<file path="src/rtl/serial_adder_ctrl.sv">
// serial_adder_ctrl: bit-serial LSB-first adder with registered sum/cout and a one-cycle done pulse.
// Optional subtract mode (A-B) when SERIAL_SUB_EN is defined.
module serial_adder_ctrl #(
    parameter int WIDTH = 8
) (
    input  logic             clk,
    input  logic             rst,
    input  logic             start,
    input  logic [WIDTH-1:0] a,
    input  logic [WIDTH-1:0] b,
`ifdef SERIAL_SUB_EN
    input  logic             sub,
`endif
    output logic [WIDTH-1:0] sum,
    output logic             cout,
    output logic             busy,
    output logic             done
);
    localparam int CW = (WIDTH > 1) ? $clog2(WIDTH) : 1;
    localparam logic [CW-1:0] LAST = CW'(WIDTH - 1);

    typedef enum logic [1:0] {IDLE = 2'd0, RUN = 2'd1, DONE = 2'd2} state_t;

    state_t           r_state, w_next;
    logic [WIDTH-1:0] r_a, r_b, r_acc;
    logic [CW-1:0]    r_cnt;
    logic             r_carry;
    logic             w_accept, w_last, w_s, w_c, w_sub;

`ifdef SERIAL_SUB_EN
    assign w_sub = sub;
`else
    assign w_sub = 1'b0;
`endif

    // Two half adders plus OR: sum bit and carry for the current LSB.
    assign w_s  = r_a[0] ^ r_b[0] ^ r_carry;
    assign w_c  = (r_a[0] & r_b[0]) | (r_carry & (r_a[0] ^ r_b[0]));
    assign busy = r_state == RUN;
    assign done = r_state == DONE;

    always_comb begin
        w_next   = IDLE;
        w_accept = 1'b0;
        w_last   = r_cnt == LAST;
        case (r_state)
            IDLE, DONE: begin
                w_accept = start;
                w_next   = start ? RUN : IDLE;
            end
            RUN:     w_next = w_last ? DONE : RUN;
            default: w_next = IDLE;
        endcase
    end

    always_ff @(posedge clk or posedge rst) begin
        if (rst)
            r_state <= IDLE;
        else
            r_state <= w_next;
    end

    always_ff @(posedge clk or posedge rst) begin
        if (rst) begin
            r_a     <= '0;
            r_b     <= '0;
            r_acc   <= '0;
            r_cnt   <= '0;
            r_carry <= 1'b0;
            sum     <= '0;
            cout    <= 1'b0;
        end else if (w_accept) begin
            // Subtract is A + ~B + 1: invert B once at capture, seed carry with 1.
            r_a     <= a;
            r_b     <= b ^ {WIDTH{w_sub}};
            r_carry <= w_sub;
            r_cnt   <= '0;
        end else if (r_state == RUN) begin
            r_a     <= r_a >> 1;
            r_b     <= r_b >> 1;
            r_carry <= w_c;
            r_acc   <= {w_s, r_acc[WIDTH-1:1]};
            r_cnt   <= w_last ? r_cnt : r_cnt + CW'(1);
            if (w_last) begin
                sum  <= {w_s, r_acc[WIDTH-1:1]};
                cout <= w_c;
            end
        end
    end
endmodule
</file>
<file path="config.mk">
export PLATFORM = sky130hd
export DESIGN_NAME = serial_adder_ctrl
export DESIGN_NICKNAME = d
export VERILOG_FILES = /design/src/rtl/serial_adder_ctrl.sv
export SDC_FILE = /design/constraint.sdc
export NUM_CORES = 1
export LEC_CHECK = 0
export CORE_ASPECT_RATIO = 1.2
export CORE_UTILIZATION = 46
export DETAILED_ROUTE_END_ITERATION = 12
export GPL_ROUTABILITY_DRIVEN = 0
export PLACE_DENSITY = 0.74
export SYNTH_ARGS = -nofsm -noshare
export SYNTH_HDL_FRONTEND = slang
export SYNTH_SLANG_ARGS = --single-unit
</file>
<file path="constraint.sdc">
create_clock -name clk -period 1.54 [get_ports clk]
set_input_delay 0.308 -clock clk [delete_from_list [all_inputs] [get_ports clk]]
set_output_delay 0.308 -clock clk [all_outputs]
set_load 0.03 [all_outputs]
</file>
==> results of run 1 <==
cells in the mapped netlist:
library cell  number  area, um^2
ha_1               2       25.02
nand3_1            1       5.000
buf_2              1       5.000
nand2b_2           1       8.760
nor3b_1            1       7.510
a32o_1             1       10.01
inv_8              1       11.26
clkbuf_4           1       7.510
inv_1             16       60.06
fa_1               1       20.02
o22ai_1           13       81.33
nor2b_1            2       12.51
nand2b_4           1       13.76
o211ai_1           1       7.510
and2b_1            1       7.510
nor2_1             2       7.510
buf_6              2       22.52
buf_4              1       7.510
a21oi_1           15       75.07
a22o_1             3       26.28
xor2_1             1       8.760
a211oi_1           1       7.510
mux2i_1            1       10.01
nand2_8            1       20.02
mux2_4             9       135.1
a21o_1             1       7.510
nand2_1           23       86.33
dfrtp_1           38       950.9
a21o_4             1       15.01
kinds of logic after synthesis:
| family | Yosys count | synth area share [%] |
|---|---|---|
| adders and majority gates | 3 | 2.709 |
| xor gates and xnor gates | 1 | 0.5268 |
| AOI/OAI and AO/OA | 36 | 13.85 |
| and+or+nand+nor | 33 | 10.16 |
| DFF | 38 | 57.19 |
| buffers and inverters | 22 | 6.847 |
| muxes | 10 | 8.728 |
stage by stage:
stage                     instances  TNS (ps)  util [%]
final                           221         0     63.71
after global routing            221         0     63.71
after CTS                       219         0     63.08
after detailed placement        212    -93.43     59.99
after global placement          212         0     59.99
after floorplan                 143         0         -
routing by layer:
metal,part of all wire (%),wire (um),track usage [%]
met2,54,1699,32.50
met4,0.86,27,5.488
met3,4.2,133,5.671
met5,0,0,0
met1,41,1279,20.47
worst paths after layout:
path                       cells after the start  slack, ps            startpoint                   end
setup / recovery                               3         50  r_state[0]$_DFF_PP0_                  busy
hold / removal                                 3        360                   rst    sum[2]$_DFFE_PP0P_
setup reg to reg                               5        110  r_cnt[0]$_DFFE_PP0P_  r_cnt[2]$_DFFE_PP0P_
hold reg to reg                                2        500  r_acc[1]$_DFFE_PP0P_  r_acc[1]$_DFFE_PP0P_
max in group asynchronous                      3        970                   rst  r_state[1]$_DFF_PP0_
min in group clk                               2        500  r_acc[1]$_DFFE_PP0P_  r_acc[1]$_DFFE_PP0P_
power breakdown:
part           internal [uW]  leakage [uW]  switching, uW
clock network            518     0.0000573            344
registers               1470      0.000461            310
logic                    917      0.000576           1020
sequential cells by signal, summed over array words and instances (netlist names):
| signal | cells |
|---|---|
| r_acc | 7 |
| r_state | 2 |
| r_a | 8 |
| r_b | 8 |
| cout | 1 |
| r_carry | 1 |
| sum | 8 |
| r_cnt | 3 |
worst reg2reg max path, delay by kind of cell (launching register included):
kind            cells  cell delay [ps]
compound gates      2              320
fa+ha+maj           2              480
flops               1              380
simple gates        1              160
area by class of cell:
class                   count  area share [%]
well taps                  37           2.140
clock inverters             1           1.388
clock buffers               6           3.817
inverters                  17           3.297
flip-flops and latches     38           44.07
repair buffers             39           17.29
multi-input cells          83           27.99
timing repair:
item	in CTS	in global routing
setup buffers	0	2
pin swaps	0	0
resized for setup	11	2
endpoints found under the setup margin	11	2
==> impl_metrics.env, run 1 <==
export IMPL_status="finished with violations"
export IMPL_failed_checks="design-rule violations"
export IMPL_wl_um=3140
export IMPL_yosys_warnings=0
export IMPL_slowest_delay_ps=500
export IMPL_layout_commonest_cell="dfrtp_1"
export IMPL_grtUsageTotal_pct=17.99
export IMPL_die_x_um=56.89
export IMPL_final_period_utilization_pct=96.54
export IMPL_final_hold_violation_count=0
export IMPL_clkTransAtPathRegs_ps=70
export IMPL_multiInputGateArea_um2=605.6
export IMPL_power_density_nw_per_um2=2116
export IMPL_avgSynthCellArea_um2=11.63
export IMPL_postPlaceCellArea_um2=2037
export IMPL_ios=30
export IMPL_via_count=1166
export IMPL_clk_latency_ps=290
export IMPL_h_tree_depth=2
export IMPL_grt_antenna_before_repair=0
export IMPL_crit_fanout=11
export IMPL_setup_viol=0
export IMPL_rows=23
export IMPL_cts_made_buffers=5
export IMPL_post_route_drc_count=2
export IMPL_worstMarginPinSlew_ps=312.2
export IMPL_max_freq_mhz=672.6
export IMPL_synth_seq_area_share_pct=57.19
export IMPL_first_pass_iters=8
export IMPL_synth_cell_area_um2=1663
export IMPL_grt_max_degree=39
export IMPL_core_area_um2=3396
export IMPL_root_buffer="clkbuf_8"
export IMPL_drt_iter0_drc=41
export IMPL_start_util_pct=48.97
export IMPL_critPathCaptureType="primary output"
export IMPL_slew_viol_final=0
export IMPL_postCtsHoldBufs=0
export IMPL_ff_latch_area_um2=953.4
export IMPL_power_leakage_uw=0.001094
export IMPL_arrival_ps=1180
export IMPL_antenna_cells=0
export IMPL_slew_headroom_pct=79.27
export IMPL_yosysUniqueCellTypes=29
export IMPL_grt_pass1_vias=1179
export IMPL_vias_per_cell=5.276
export IMPL_required_ps=1230
export IMPL_maxCapViolCount=0
export IMPL_synth_seq_cells=38
export IMPL_critPathTopFamily="flip-flops"
export IMPL_dpl_hpwl_um=2260
export IMPL_place_ws_ps=-20.61
export IMPL_setup_ws_ps=53.34
export IMPL_slowest_stage="dfrtp_2"
export IMPL_hold_path_class="in2async"
export IMPL_clock_sinks=38
export IMPL_overflow=0
export IMPL_clock_path_buffers=2
export IMPL_n_fill_cell=285
export IMPL_cp_num_buf_inv=2
export IMPL_cts_tree="built"
export IMPL_synth_nets=165
export IMPL_synthCells=143
export IMPL_mostFrequentLayoutCells="dfrtp_1, nand2_1, clkdlybuf4s50_1"
export IMPL_ant_nets=0
export IMPL_power_uw=4577
export IMPL_port_buffers=29
export IMPL_layout_nets=206
export IMPL_die_area_um2=3860
export IMPL_timing_hold_ws_ps=361.4
export IMPL_finalCriticalPeriod_ps=1487
export IMPL_skew_ps=6.716
export IMPL_critPathKind="reg2out"
export IMPL_drive_gt1_share_pct=19.57
export IMPL_wl_per_cell_um=14.21
export IMPL_fp_dieH_um=67.86
export IMPL_grt_pass1_wl_um=5168
export IMPL_design_area_um2=2163
export IMPL_peakVddDrop_v=0.001027
export IMPL_grt_setup_unrepaired="no"
export IMPL_syn_to_final_growth_pct=30.10
export IMPL_critPathLaunchType="flip-flop"
export IMPL_path_cells="nand2b_4 -> inv_8 -> buf_4"
Power figures use the tool's default switching activity.
==> inputs of run 2 (changes only) <==
- CORE_MARGIN: default -> 2
==> run 2 against run 1 <==
  * The flow still finishes with violations (design-rule violations)
  * Via count down 2.6%
  * Clock skew fell by 3.5 ps
  * Final cell count down 1.8%
  * Non-clock buffer count down 5
  * Total power fell by 5.1%
  * Sequential power about the same
  * Utilization shrank 1.5 points
  * Fmax up 0.50%
  * Flip-flop and latch count did not move
  * First-iteration DRC count fell by 49%
  * Largest power group unchanged
==> impl_metrics.env, run 2 (synthesis results as in run 1) <==
export IMPL_drt_iter0_drc=21
export IMPL_rows=23
export IMPL_ios=30
export IMPL_slew_viol_final=0
export IMPL_final_period_utilization_pct=96.06
export IMPL_place_ws_ps=-99.61
export IMPL_root_buffer="clkbuf_8"
export IMPL_wl_met2_um=1478
export IMPL_wl_um=2903
export IMPL_grt_antenna_before_repair=0
export IMPL_slew_headroom_pct=79.89
export IMPL_max_freq_mhz=676.0
export IMPL_layout_commonest_cell="dfrtp_1"
export IMPL_start_util_pct=48.97
export IMPL_tns_ps=0
export IMPL_grt_pass1_wl_um=4899
export IMPL_r2r_end="r_cnt[2]$_DFFE_PP0P_"
export IMPL_fp_dieH_um=69.86
export IMPL_finalCriticalPeriod_ps=1479
export IMPL_dp_cells=209
export IMPL_peakVddDrop_v=0.0008978
export IMPL_drive_gt1_share_pct=17.78
export IMPL_final_hold_violation_count=0
export IMPL_skew_ps=3.215
export IMPL_overflow=0
export IMPL_ant_nets=0
export IMPL_first_pass_iters=8
export IMPL_syn_to_final_growth_pct=26.94
export IMPL_vias_per_cell=5.235
export IMPL_critPathCaptureType="primary output"
export IMPL_wl_per_cell_um=13.38
export IMPL_power_leakage_uw=0.001059
export IMPL_die_x_um=58.89
export IMPL_hold_path_class="in2async"
export IMPL_rr_startpoint="r_cnt[0]$_DFFE_PP0P_"
export IMPL_clock_path_buffers=2
export IMPL_worstMarginPinSlew_ps=302.8
export IMPL_critPathKind="reg2out"
export IMPL_grt_pass1_vias=1102
export IMPL_grt_max_degree=39
export IMPL_post_route_drc_count=3
export IMPL_final_core_util_pct=62.16
export IMPL_highest_layer="met4"
export IMPL_critPathLaunchType="flip-flop"
export IMPL_required_ps=1230
export IMPL_core_area_um2=3396
export IMPL_arrival_ps=1170
export IMPL_port_buffers=29
export IMPL_clkTransAtPathRegs_ps=70
export IMPL_met1_length_um=1217
export IMPL_ff2ff_setup_slack_ps=130
export IMPL_grt_setup_unrepaired="no"
export IMPL_cts_made_buffers=5
export IMPL_die_area_um2=4114
export IMPL_mostFrequentLayoutCells="dfrtp_1, nand2_1, clkdlybuf4s50_1"
export IMPL_grtUsageTotal_pct=15.63
export IMPL_failed_checks="design-rule violations"
export IMPL_crit_fanout=10
export IMPL_clock_sinks=38
export IMPL_clk_latency_ps=290
export IMPL_reg_largest_list="r_a (8), r_b (8), sum (8)"
export IMPL_power_density_nw_per_um2=2057
export IMPL_status="finished with violations"
export IMPL_postCtsSetupRepairBufs=0
export IMPL_n_fill_cell=288
export IMPL_layout_nets=201
export IMPL_maxCapViolCount=0
export IMPL_via_count=1136
export IMPL_dpl_hpwl_um=2138
export IMPL_reg2reg_depth=5
export IMPL_h_tree_depth=2
export IMPL_instances_no_fill=217
export IMPL_cts_tree="built"
export IMPL_timing_hold_ws_ps=358.7
export IMPL_antenna_cells=0
export IMPL_setup_ws_ps=60.70
export IMPL_wl_met3_um=170
export IMPL_setup_viol=0
-- run 2: cell count changes in the layout (fill, tap and decap cells not counted), sizes merged --
cell,change
clkinv,+1
buf,-5
bufinv,-1
clkbuf,+1
-- run 2: cell type report --
type / count / area [um^2] / area share (%)
well taps: 37 / 46.29 / 2.193
clock inverters: 1 / 5.005 / 0.2371
clock buffers: 7 / 86.33 / 4.090
flip-flops and latches: 38 / 953.4 / 45.17
multi-input cells: 83 / 608.1 / 28.81
repair buffers: 34 / 340.3 / 16.12
inverters: 17 / 71.32 / 3.379
-- run 2: what timing repair did --
action                     in CTS  in global routing
hold buffers                    0                  0
setup endpoints to repair      11                  2
gates cloned                    0                  0
gates resized for setup        12                  3
-- run 2: worst max path at each step --
| stage | startpoint | end | slack (ps) | depth (start not counted) |
|---|---|---|---|---|
| 2_1_floorplan | r_cnt[0]$_DFFE_PP0P_ | r_cnt[2]$_DFFE_PP0P_ | 30 | 5 |
| 3_3_place_gp | r_cnt[0]$_DFFE_PP0P_ | r_cnt[2]$_DFFE_PP0P_ | -0.7 | 5 |
| 3_5_place_dp | r_cnt[0]$_DFFE_PP0P_ | r_cnt[2]$_DFFE_PP0P_ | -100 | 5 |
| 4_1_cts | r_state[0]$_DFF_PP0_ | busy | 5 | 3 |
| 5_1_grt | r_state[1]$_DFF_PP0_ | busy | 20 | 3 |
| 6_report | r_state[1]$_DFF_PP0_ | busy | 60 | 3 |
-- run 2: per-stage QoR --
| stage | total power (uW) | instance area (um^2) |
|---|---|---|
| after floorplan | 3165 | 1663 |
| after global placement | 3648 | 2014 |
| after detailed placement | 3759 | 2014 |
| after CTS | 4380 | 2103 |
| after global routing | 4680 | 2111 |
| final | 4342 | 2111 |
-- run 2: worst max-delay path: stages, from the launching register on --
cell and delay (ps):
dfrtp_2 460, nand2b_4 190, inv_8 100, buf_6 140
-- run 2: routing by layer --
layer	track usage (%)	vias to the layer above
met5	0	-
met4	5.303	0
met3	5.185	5
met2	26.17	34
met1	18.41	543
li1	-	554
-- run 2: power breakdown --
| part | total, uW | internal, uW | leakage, uW | switching (uW) |
|---|---|---|---|---|
| Sequential | 1770 | 1470 | 0.000461 | 306 |
| Combinational | 1880 | 880 | 0.000550 | 996 |
| Clock | 693 | 361 | 0.0000482 | 332 |
| Total | 4340 | 2710 | 0.00106 | 1630 |
